File: src/rtl/dma_apb_slave.sv
// APB completer and register file for the single-channel DMA controller.
// Decodes APB accesses, holds the channel programming registers and runs the start/done handshake.
module dma_apb_slave #(
  parameter int unsigned WAIT_STATES = 1,
  parameter logic [31:0] ID_VALUE    = 32'hD3A0_0001
) (
  input  logic        clk,
  input  logic        reset,
  input  logic        pclken,
  input  logic        psel,
  input  logic        penable,
  input  logic [12:0] paddr,
  input  logic        pwrite,
  input  logic [31:0] pwdata,
  output logic [31:0] prdata,
  output logic        pslverr,
  output logic        pready,
  input  logic        scan_en,
  output logic        INT,
  output logic        idle,
  output logic [31:0] ch_src,
  output logic [31:0] ch_dst,
  output logic [15:0] ch_len,
  output logic        ch_start,
  input  logic        ch_done,
  output logic [1:0]  dbg_state
);

  typedef enum logic [1:0] {
    ST_IDLE = 2'd0,
    ST_WAIT = 2'd1,
    ST_RESP = 2'd2
  } state_t;

  localparam logic [3:0] WS = 4'(WAIT_STATES);

  state_t      state;
  logic [3:0]  wait_cnt;

  logic [31:0] src_q;
  logic [31:0] dst_q;
  logic [15:0] len_q;
  logic        int_en_q;
  logic        busy_q;
  logic        done_q;
  logic        start_q;

  logic        pready_q;
  logic [31:0] prdata_q;
  logic        pslverr_q;

  // Write captured at the start of RESP, applied on the RESP completion edge.
  logic        cm_write;
  logic [2:0]  cm_idx;
  logic [31:0] cm_data;

  logic        advance;
  logic        setup;
  logic        enter_resp;
  logic        commit;
  logic [2:0]  idx;
  logic        addr_ok;
  logic        dec_err;
  logic [31:0] dec_rdata;

  assign advance    = pclken && !scan_en;
  assign setup      = (state == ST_IDLE) && psel && !penable;
  assign enter_resp = (setup && (WS == 4'd0)) ||
                      ((state == ST_WAIT) && psel && penable && (wait_cnt == 4'd1));
  assign commit     = (state == ST_RESP) && cm_write && !pslverr_q;

  assign idx     = paddr[4:2];
  assign addr_ok = (paddr[1:0] == 2'b00) && (paddr <= 13'h014);

  // A START write while busy is rejected whole, so INT_EN keeps its value too.
  assign dec_err = !addr_ok ||
                   (pwrite && (idx == 3'd5)) ||
                   (pwrite && (idx == 3'd3) && pwdata[0] && busy_q);

  always_comb begin
    dec_rdata = 32'd0;
    if (!pwrite && !dec_err) begin
      unique case (idx)
        3'd0:    dec_rdata = src_q;
        3'd1:    dec_rdata = dst_q;
        3'd2:    dec_rdata = {16'd0, len_q};
        3'd3:    dec_rdata = {30'd0, int_en_q, busy_q};
        3'd4:    dec_rdata = {31'd0, done_q};
        3'd5:    dec_rdata = ID_VALUE;
        default: dec_rdata = 32'd0;
      endcase
    end
  end

  always_ff @(posedge clk) begin
    if (reset) begin
      state     <= ST_IDLE;
      wait_cnt  <= 4'd0;
      src_q     <= 32'd0;
      dst_q     <= 32'd0;
      len_q     <= 16'd0;
      int_en_q  <= 1'b0;
      busy_q    <= 1'b0;
      done_q    <= 1'b0;
      start_q   <= 1'b0;
      pready_q  <= 1'b0;
      prdata_q  <= 32'd0;
      pslverr_q <= 1'b0;
      cm_write  <= 1'b0;
      cm_idx    <= 3'd0;
      cm_data   <= 32'd0;
    end else begin
      start_q <= 1'b0;
      if (advance) begin
        if (enter_resp) begin
          state     <= ST_RESP;
          pready_q  <= 1'b1;
          prdata_q  <= dec_rdata;
          pslverr_q <= dec_err;
          cm_write  <= pwrite;
          cm_idx    <= idx;
          cm_data   <= pwdata;
        end else begin
          unique case (state)
            ST_IDLE: begin
              if (setup) begin
                state    <= ST_WAIT;
                wait_cnt <= WS;
              end
            end
            ST_WAIT: begin
              if (!psel) begin
                state <= ST_IDLE;
              end else if (penable) begin
                wait_cnt <= wait_cnt - 4'd1;
              end
            end
            ST_RESP: begin
              state     <= ST_IDLE;
              pready_q  <= 1'b0;
              prdata_q  <= 32'd0;
              pslverr_q <= 1'b0;
              cm_write  <= 1'b0;
            end
            default: state <= ST_IDLE;
          endcase
        end

        if (commit) begin
          unique case (cm_idx)
            3'd0: src_q <= cm_data;
            3'd1: dst_q <= cm_data;
            3'd2: len_q <= cm_data[15:0];
            3'd3: begin
              int_en_q <= cm_data[1];
              if (cm_data[0]) begin
                busy_q  <= 1'b1;
                start_q <= 1'b1;
              end
            end
            3'd4: if (cm_data[0]) done_q <= 1'b0;
            default: ;
          endcase
        end

        // Placed after the W1C so a completion in the same cycle keeps DONE set.
        if (ch_done && busy_q) begin
          busy_q <= 1'b0;
          done_q <= 1'b1;
        end
      end
    end
  end

  assign pready    = scan_en | pready_q;
  assign prdata    = scan_en ? 32'd0 : prdata_q;
  assign pslverr   = !scan_en && pslverr_q;
  assign INT       = done_q & int_en_q;
  assign idle      = !busy_q;
  assign ch_src    = src_q;
  assign ch_dst    = dst_q;
  assign ch_len    = len_q;
  assign ch_start  = start_q && !scan_en;
  assign dbg_state = state;

endmodule

File: config.mk
export PLATFORM = sky130hd
export DESIGN_NAME = dma_apb_slave
export DESIGN_NICKNAME = d
export VERILOG_FILES = /design/src/rtl/dma_apb_slave.sv
export SDC_FILE = /design/constraint.sdc
export NUM_CORES = 1
export LEC_CHECK = 0
export ABC_AREA = 1
export CAP_MARGIN = 40
export CORE_ASPECT_RATIO = 1.25
export CORE_MARGIN = 2
export CORE_UTILIZATION = 40
export CTS_CLUSTER_DIAMETER = 100
export DETAILED_ROUTE_END_ITERATION = 8
export GPL_ROUTABILITY_DRIVEN = 0
export PLACE_DENSITY = 0.69
export SLEW_MARGIN = 20
export SYNTH_ARGS = -nofsm -noshare
export SYNTH_HDL_FRONTEND = slang
export SYNTH_SLANG_ARGS = --single-unit
File: constraint.sdc
create_clock -name clk -period 1.3 [get_ports clk]
set_input_delay 0.26 -clock clk [delete_from_list [all_inputs] [get_ports clk]]
set_output_delay 0.26 -clock clk [all_outputs]
set_load 0.1 [all_outputs]
==> run metrics <==
final setup violation count 198; Worst slew margin 0.644; Remaining Overflow, GRT 0; required time worst endpoint 1650 ps; Crit Path Category register to register; Die H 153 µm; worst slack, placed -670 ps; Final Total Pwr 10.8 mW; final slew viol count 0; mean post-synth cell area 7.06 µm²; internal power 8.01 mW; worst r2r path cells 10; GRT Total Usage 0.281; register area share after synthesis 0.454; M3 GR Usage 0.0498; Seq cells post-synth 160; critical path launch point type register; Synth Area in XOR/XNOR 0.00248; Syn-to-layout area delta 87.7%; yosys warns 0; Worst Tran Pin Value 533 ps; Post-Route WL 29200 µm; Peak VDD IR 0.569 mV; Clock Sinks 160; RSZ-0062 raised after global routing true; switching part of the total 0.259; clock buffer depth 2; Crit. End Element register; M2 GR Usage 0.455; HP Class input pin to register; P_sw 2.80 mW; combinational share of power 0.066; gr busiest metal met2; post-DP HPWL 15700 µm; failing checks setup timing; proportion of layout cells with a drive suffix above 1 0.515; Layout Utilization 0.763; Worst EP arrival 2070 ps; Adder-Cell Fraction of Synth Area 0.00355; total CTS buffers 17; Worst-Skew Late Latency 430 ps; drt drc 0; Worst-path clk slew 70 ps; mux cell area share after synthesis 0; maximum clock rate 581 MHz; root buffer cell clkbuf_16; Static Leak 5.09 nW; clock power share 0.481; Crit Path Max Fanout 7; largest net degree at the start of global routing 88; setup ws final -422 ps; Cell Pwr Density 816 nW/µm²; Post-Route Skew 9.79 ps; initial core utilization 0.406; met1 Use GR 0.360; die area 18700 µm²; IO Port Bufs 171; min cycle time layout 1720 ps; Flop pwr share 0.452; DRT iter0 DRCs 826; Final Hold Viols 0; DR vias/cell 5.48; Final period util 1.32; Vias 8169; I/O Pins 172; post-synthesis compound-gate area fraction 0.157; cells after synthesis 1000; core area 17400 µm²; antenna fix cells 0; vias in the first global route 7607; non-filler cells, final 1491; Hold Crit Depth 5; fill count 983; status finished with violations; main combinational cell family by area after synthesis simple AND/OR/NAND/NOR gates; CTS tree yes; final net count 1309; Distinct cells, synth 36; first-pass GRT wire length 40700 µm; count of TritonRoute iterations in the first routing pass 7; row cnt 54; Post-Synthesis Cell Area 7060 µm²; ANT nets after route 0; antenna violations before repair 0; detailed-route wire length per cell 19.6 µm; Post-Place Cells 1394; simple-gate share of the synthesized area 0.270; Max Cap Viol 0; die width 123 µm; # H-tree levels 4; syn_nets 1055
-- metrics by stage --
step	hold WS, ps	area, µm²	TNS [ps]
after CTS	304	12500	-25200
final	352	13200	-39670
after global routing	360	13200	-48870
after detailed placement	458	11000	-80980
after floorplan	403	7620	-26360
after global placement	449	11000	-79570
-- power by group through the flow --
stage	Combinational, mW	Sequential, mW	Clock [mW]
after global placement	0.618	5.01	0
final	0.717	4.89	5.20
after floorplan	0.294	5.03	0
after detailed placement	0.621	5.02	0
after CTS	0.653	4.90	5.16
after global routing	0.752	4.89	5.37
-- final timing paths --
kind | from | endpoint | slack, ps
max | wait_cnt[1]$_SDFFE_PP0P_ | cm_data[2]$_SDFFE_PP0P_ | -420
min | reset | ch_src[2]$_SDFFE_PP0P_ | 350
min reg2reg | pready_q$_SDFFE_PP0P_ | pready_q$_SDFFE_PP0P_ | 470
max reg2reg | wait_cnt[1]$_SDFFE_PP0P_ | cm_data[2]$_SDFFE_PP0P_ | -420
-- layout by cell type, fill, tap and decap left out, drive strengths merged, types with 2 or more instances in the layout --
| master | instances |
|---|---|
| nand2 | 241 |
| buf | 237 |
| dfxtp | 160 |
| inv | 132 |
| nor2 | 130 |
| a21oi | 127 |
| nand3 | 61 |
| o21ai | 59 |
| clkdlybuf4s50 | 48 |
| clkbuf | 24 |
| o211ai | 14 |
| o22ai | 8 |
| clkinv | 6 |
| nand4 | 6 |
| nor3 | 3 |
| dlymetal6s2s | 2 |
| ha | 2 |
-- cells by family (layout without fill, tap and decap cells) --
| group | count (synthesis) | in the layout |
|---|---|---|
| AND/OR/NAND/NOR | 440 | 442 |
| AO/OA/AOI/OAI | 210 | 210 |
| buffers and inverters | 186 | 451 |
| flip-flops | 160 | 160 |
| adder cells (fa/ha/maj) | 2 | 2 |
| XOR/XNOR | 2 | 2 |
-- worst max-delay path, cell delays in order (launching register included) --
cell,delay (ps)
dfxtp_2,330
inv_2,70
ha_4,130
nand2_4,50
nor2_4,110
buf_4,130
nand2_4,70
nor2_8,240
buf_12,190
nand2_2,100
a21oi_1,200
-- repair_timing --
item,4_1_cts,5_1_grt
setup buffers,33,21
gates cloned,10,10
endpoints found under the setup margin,222,236
pin swaps,61,39
resized for setup,166,193
hold buffers,0,0
-- synthesized netlist by cell type (all sizes together) --
cell    instances  area share
nand2         239        0.13
dfxtp         160        0.45
nor2          130       0.081
a21oi         127       0.091
inv           125       0.066
nand3          61       0.046
o21ai          59       0.042
clkbuf         33       0.018
buf            27       0.028
o211ai         14       0.015
o22ai           8      0.0071
nand4           6      0.0096
nor3            3      0.0028
ha              2      0.0035
clkinv          1     0.00053
o21a            1      0.0011
o31ai           1      0.0011
or2             1     0.00089
xnor2           1      0.0012
xor2            1      0.0012
-- flip-flops by register name, indices dropped and copies added, names as in the netlist --
name / flops
busy_q: 1
ch_dst: 32
ch_len: 16
ch_src: 32
cm_data: 32
cm_idx: 3
cm_write: 1
dbg_state: 2
done_q: 1
int_en_q: 1
prdata_q: 32
pready_q: 1
pslverr_q: 1
start_q: 1
wait_cnt: 4
-- cell type report --
type / count / area [µm²] / area share
clock inverters: 14 / 169 / 0.0128
clock buffers: 18 / 439 / 0.0332
well taps: 224 / 280 / 0.0212
repair buffers: 293 / 4380 / 0.331
flip-flops and latches: 160 / 3370 / 0.254
multi-input cells: 656 / 4130 / 0.311
inverters: 126 / 484 / 0.0366
-- layer usage --
metal / part of all wire / up-vias
met5: 0 / -
met4: 0.044 / 0
met3: 0.085 / 119
met2: 0.50 / 498
met1: 0.37 / 3856
li1: - / 3696
No activity file was read; power rests on OpenSTA's default activity.
